==> config.mk <==
export PLATFORM = sky130hd
export DESIGN_NAME = xorwow_prng_mc
export DESIGN_NICKNAME = d
export VERILOG_FILES = /design/src/rtl/xorwow_prng_mc.sv
export SDC_FILE = /design/constraint.sdc
export NUM_CORES = 2
export LEC_CHECK = 0
export ABC_CLOCK_PERIOD_IN_PS = 56700
export CAP_MARGIN = 20
export CORE_ASPECT_RATIO = 0.7
export CORE_UTILIZATION = 59
export CTS_CLUSTER_SIZE = 16
export DETAILED_ROUTE_END_ITERATION = 12
export PLACE_DENSITY = 0.82
export SKIP_LAST_GASP = 1
export SYNTH_ARGS = -nofsm -noshare
export SYNTH_HDL_FRONTEND = slang
export SYNTH_SLANG_ARGS = --single-unit
==> constraint.sdc <==
create_clock -name clk -period 56.7 [get_ports clk]
set_input_delay 8.505 -clock clk [delete_from_list [all_inputs] [get_ports clk]]
set_output_delay 8.505 -clock clk [all_outputs]
set_load 0.05 [all_outputs]
==> src/rtl/xorwow_prng_mc.sv <==
// Multi-channel xorwow PRNG: NUM_CH engines, shared Weyl counter, shadow seeds, valid/ready output.
// Optional sample_cnt output when XORWOW_SAMPLE_CNT_EN is defined.
module xorwow_prng_mc #(
    parameter int unsigned NUM_CH    = 4,
    parameter logic [31:0] WEYL_INC  = 32'd362437,
    parameter logic [31:0] WEYL_INIT = 32'd0,
    localparam int unsigned CH_W     = (NUM_CH > 1) ? $clog2(NUM_CH) : 1
) (
    input  logic                   clk,
    input  logic                   rst,
    input  logic                   start,
    input  logic                   stop,
    input  logic                   seed_we,
    input  logic [CH_W-1:0]        seed_ch,
    input  logic [2:0]             seed_idx,
    input  logic [31:0]            seed_data,
    input  logic                   seed_commit,
    output logic                   busy,
    output logic                   out_valid,
    input  logic                   out_ready,
    output logic [32*NUM_CH-1:0]   out_data
`ifdef XORWOW_SAMPLE_CNT_EN
    ,
    output logic [47:0]            sample_cnt
`endif
);

    typedef enum logic [1:0] {S_IDLE, S_LOAD, S_RUN, S_DRAIN} state_t;

    state_t         r_state;
    logic           r_seeded;
    logic           r_load_run;
    logic [31:0]    r_d;
    logic [31:0]    r_shadow [NUM_CH][5];
    logic [31:0]    r_work   [NUM_CH][5];

    logic [31:0]          w_d_next;
    logic [31:0]          w_n [NUM_CH];
    logic [32*NUM_CH-1:0] w_samples;
    logic [NUM_CH-1:0]    w_zero;
    logic                 w_can_step;

    function automatic logic [31:0] f_guard(input int unsigned idx);
        case (idx)
            0:       f_guard = 32'd123456789;
            1:       f_guard = 32'd362436069;
            2:       f_guard = 32'd521288629;
            3:       f_guard = 32'd88675123;
            default: f_guard = 32'd5783321;
        endcase
    endfunction

    function automatic logic [31:0] f_next(input logic [31:0] v0, input logic [31:0] v4);
        logic [31:0] t;
        t = v0;
        t = t ^ (t >> 2);
        t = t ^ (t << 1);
        f_next = t ^ v4 ^ (v4 << 4);
    endfunction

    // Candidate next word and sample per channel, plus zero-seed detection
    always_comb begin
        w_d_next  = r_d + WEYL_INC;
        w_samples = '0;
        w_zero    = '0;
        for (int unsigned k = 0; k < NUM_CH; k++) begin
            w_n[k] = f_next(r_work[k][0], r_work[k][4]);
            w_samples[32*k +: 32] = w_n[k] + w_d_next;
            w_zero[k] = ((r_shadow[k][0] | r_shadow[k][1] | r_shadow[k][2] |
                          r_shadow[k][3] | r_shadow[k][4]) == 32'd0);
        end
    end

    assign w_can_step = !out_valid || out_ready;

    always_ff @(posedge clk or posedge rst) begin
        if (rst) begin
            r_state    <= S_IDLE;
            r_seeded   <= 1'b0;
            r_load_run <= 1'b0;
            r_d        <= '0;
            busy       <= 1'b0;
            out_valid  <= 1'b0;
            out_data   <= '0;
            for (int unsigned k = 0; k < NUM_CH; k++) begin
                for (int unsigned i = 0; i < 5; i++) begin
                    r_shadow[k][i] <= '0;
                    r_work[k][i]   <= '0;
                end
            end
        end else begin
            // Channel loop bounds drop out-of-range seed_ch/seed_idx writes
            for (int unsigned k = 0; k < NUM_CH; k++) begin
                for (int unsigned i = 0; i < 5; i++) begin
                    if (seed_we && seed_ch == CH_W'(k) && seed_idx == 3'(i))
                        r_shadow[k][i] <= seed_data;
                end
            end

            case (r_state)
                S_IDLE: begin
                    if (seed_commit) begin
                        r_state    <= S_LOAD;
                        r_load_run <= start;
                        busy       <= 1'b1;
                    end else if (start && !stop && r_seeded) begin
                        r_state <= S_RUN;
                        busy    <= 1'b1;
                    end
                end
                S_LOAD: begin
                    for (int unsigned k = 0; k < NUM_CH; k++) begin
                        for (int unsigned i = 0; i < 5; i++) begin
                            r_work[k][i] <= w_zero[k] ? f_guard(i) : r_shadow[k][i];
                        end
                    end
                    r_d       <= WEYL_INIT;
                    r_seeded  <= 1'b1;
                    out_valid <= 1'b0;
                    r_state   <= r_load_run ? S_RUN : S_IDLE;
                    busy      <= r_load_run;
                end
                S_RUN: begin
                    if (seed_commit) begin
                        r_state    <= S_LOAD;
                        r_load_run <= 1'b1;
                    end else if (stop) begin
                        if (w_can_step) begin
                            r_state   <= S_IDLE;
                            out_valid <= 1'b0;
                            busy      <= 1'b0;
                        end else begin
                            r_state <= S_DRAIN;
                        end
                    end else if (w_can_step) begin
                        for (int unsigned k = 0; k < NUM_CH; k++) begin
                            for (int unsigned i = 0; i < 4; i++) begin
                                r_work[k][i] <= r_work[k][i+1];
                            end
                            r_work[k][4] <= w_n[k];
                        end
                        r_d       <= w_d_next;
                        out_data  <= w_samples;
                        out_valid <= 1'b1;
                    end
                end
                S_DRAIN: begin
                    if (seed_commit) begin
                        r_state    <= S_LOAD;
                        r_load_run <= 1'b0;
                    end else if (out_ready) begin
                        r_state   <= S_IDLE;
                        out_valid <= 1'b0;
                        busy      <= 1'b0;
                    end
                end
                default: begin
                    r_state <= S_IDLE;
                    busy    <= 1'b0;
                end
            endcase
        end
    end

`ifdef XORWOW_SAMPLE_CNT_EN
    // Accepted sample-set counter, restarted on every commit
    always_ff @(posedge clk or posedge rst) begin
        if (rst)
            sample_cnt <= '0;
        else if (r_state == S_LOAD)
            sample_cnt <= '0;
        else if (out_valid && out_ready)
            sample_cnt <= sample_cnt + 48'd1;
    end
`else
    // Sample counter not built in this configuration
`endif

endmodule

==> flow_summary_export.csv <==
group,metric,value,unit
run_status,run_status,"completed",
global_route,track_usage,37.58,%
clock_tree,h-tree-depth,4,
yosys,synth_top_cell_area_share,51.72,%
yosys,synth_cell_type_count,98,
global_route,grt_pass1_vias,52880,
yosys,syn_avg_cell_area,10.48,sq um
setup_path,critPathArrivalTime,13770,ps
clock_tree,cts_hold_buffers,0,
detailed_routing,drc_errors,0,
flow_run,max_cap_viol_count,0,
global_route,grt_pass1_wl,339300,um
setup_path,crit_fanout,191,
setup_path,r2r_end,"out_data[57]",
clock_tree,path_clk_slew,60,ps
yosys,synth_cells,6673,
global_route,grt_max_degree,242,
detailed_routing,drt_iter0_drc,8170,
sta,maxSlewHeadroom,15.51,%
layout,area_delta_synth_final,10.61,%
detailed_routing,via_per_inst,6.742,
setup_path,crit_path_frequent_cell,"buf_4",
clock_tree,cts.sinks,1446,
hold_path,hold_depth,2,
sta,fin_skew,30.85,ps
yosys,seq_area_frac_synth,51.72,%
detailed_routing,wl_per_cell,27.36,um
sta,slew_violations,0,
sta,period_needed,12990,ps
yosys,syn_nets,6851,
placement,hpwlAfterDp,148500,um
detailed_routing,wl,227300,um
yosys,synth-warning-count,0,
yosys,async_reset_ff_share,100.0,%
floorplan,fp.dieH,290.1,um
layout,layout-drive-gt1-share,15.33,%
global_route,antenna_found_initial,19,
yosys,synth_area,69960,sq um
yosys,ys.flop_type,"dfrtp_1",
global_route,overflow,0,
setup_path,path_class,"in2async",
sta,hold_ws,475.7,ps
hold_path,min_path_type,"reg2reg",
hold_path,hold_end,"r_work[438]",
placement,io_buffer_count,173,
clock_tree,cts.repair.resized,0,
layout,layout.nets,6829,
clock_tree,insertion_delay,790,ps
clock_tree,cts-root-buf,"clkbuf_16",
setup_path,required,57480,ps
sta,tightest_slew,1258,ps
clock_tree,numCtsBuffers,137,
hold_path,hp-start,"r_work[438]",
detailed_routing,vias,56020,
setup_path,r2r_start,"r_d[0]",
detailed_routing,dr.pass1.iters,6,
sta,rsz0062_at_grt,"false",
floorplan,coreArea,117300,sq um
setup_path,startpoint_type,"input port",
floorplan,die_w,413.6,um
layout,fill_cells,8646,
setup_path,slowest_delay,800,ps
setup_path,path_cells,"clkdlybuf4s50_1 > inv_8 > buf_4 > buf_4 > buf_12 > buf_4 > buf_4",
setup_path,critPathCaptureType,"asynchronous set/reset pin",
sta,final_hold_viol_count,0,
layout,multiInputGateArea,32030,sq um
setup_path,slowest_stage,"buf_4",
placement,gp_congestion,0.9750,
yosys,synth_area_leaders,"dfrtp_1 (52%), mux2_2 (10%), xnor2_1 (5.5%), nor2_1 (4.0%), nand2_1 (4.0%)",
floorplan,rows,105,
sta,timing.final.crit_share,22.90,%
layout,seqCellArea,36180,sq um
setup_path,ff2ff_path_depth,17,
sta,finalSetupViolations,0,
yosys,synth_area_leader_cell,"dfrtp_1",
detailed_routing,ant_nets,0,
yosys,synth-seq-cells,1446,
clock_tree,cts_tree,"built",
floorplan,dieArea,120000,sq um
floorplan,start_util,59.63,%
clock_tree,clockBufferDepth,3,
setup_path,rrSetupSlack,50670,ps
sta,setup_tns,0,ps
yosys,synth_edf_count,0,
clock_tree,post_cts_buffers,0,
floorplan,io_pins,174,
sta,fmax,0.07701,GHz
==> worst max-delay path by stage <==
stage	start	end	slack [ps]	depth (start not counted)
after floorplan	rst	busy	7410	1
after detailed placement	rst	r_shadow[111]	42860	7
after global placement	rst	r_shadow[107]	42950	7
final	rst	r_shadow[142]	43710	7
after global routing	rst	r_work[14]	43030	7
after CTS	rst	r_work[78]	43660	7
==> sequential cells by signal, indices dropped and copies added, names as in the netlist <==
register	count
r_shadow	640
r_work	640
out_data	128
r_d	32
r_state	2
busy	1
out_valid	1
r_load_run	1
r_seeded	1
==> synthesized netlist by cell type (all sizes together) (7+ instances only) <==
| cell | number |
|---|---|
| xor2 | 169 |
| clkbuf | 358 |
| and3 | 20 |
| nand4 | 49 |
| mux2 | 640 |
| a211oi | 37 |
| nand3 | 45 |
| inv | 67 |
| a41oi | 7 |
| buf | 68 |
| xnor2 | 448 |
| nor2 | 753 |
| dfrtp | 1446 |
| a22oi | 159 |
| o22ai | 193 |
| a31oi | 16 |
| a221oi | 94 |
| ha | 130 |
| a21boi | 7 |
| mux2i | 21 |
| a21oi | 310 |
| o21bai | 17 |
| nor4 | 173 |
| and2 | 12 |
| xnor3 | 7 |
| nand2 | 748 |
| nor3 | 25 |
| a21o | 85 |
| nand2b | 14 |
| o21ai | 371 |
| nor2b | 20 |
| o211ai | 9 |
| o31ai | 30 |
| o221a | 14 |
| or3 | 7 |
| o21a | 15 |
==> critical path: cells and delay by family <==
family   cells  cell delay, ps
buf+inv      7            4830
==> final cells by class <==
cell class	count	share of cell area, %
Multi-Input combinational cell	4733	41.40
Clock buffer	195	5.174
Timing Repair Buffer	265	3.140
Antenna cell	11	0.03557
Sequential cell	1446	46.76
Inverter	68	0.3428
Clock inverter	39	0.6403
Tap cell	1551	2.508
==> routing by layer <==
layer	track usage, %	up-vias	part of all wire [%]
met2	50.20	3791	41
met4	13.07	10	3.4
met3	15.78	518	15
li1	-	23510	-
met1	54.54	28190	40
met5	0	-	0.027
==> stage by stage <==
stage          setup WS, ps  utilization [%]  std cells  area [sq um]
5_1_grt               43030            65.94       8301         77360
4_1_cts               43660            65.87       8290         77280
3_5_place_dp          42860            62.04       8056         72780
3_3_place_gp          42950            62.02       8054         72760
6_report              43710            65.96       8308         77380
2_1_floorplan          7414                -       6673         69960
==> kinds of logic after synthesis <==
logic type               synth area share [%]
AND/OR/NAND/NOR                         11.54
buffers and inverters                   2.663
AO/OA/AOI/OAI                           13.00
XOR/XNOR                                8.037
adder cells (fa/ha/maj)                 2.440
flip-flops                              51.72
multiplexers                            10.60
==> cell usage in the layout, fill, tap and decap left out, types with 82 or more instances in the layout <==
master / synthesis / layout
ha_1: 130 / 129
buf_4: 1 / 82
o22ai_1: 191 / 191
a21oi_1: 307 / 307
mux2_2: 640 / 640
nor2_1: 752 / 750
clkdlybuf4s50_1: 0 / 152
a22oi_1: 159 / 159
a221oi_1: 93 / 93
o21ai_0: 337 / 337
nor4_1: 171 / 171
a21o_1: 85 / 85
nand2_1: 748 / 740
clkbuf_16: 0 / 143
xor2_1: 169 / 169
xnor2_1: 443 / 443
dfrtp_1: 1446 / 1446
Power is left out: the tool's default activity adds up to more than one toggle a clock period on the data nets, which glitch-free logic cannot reach.
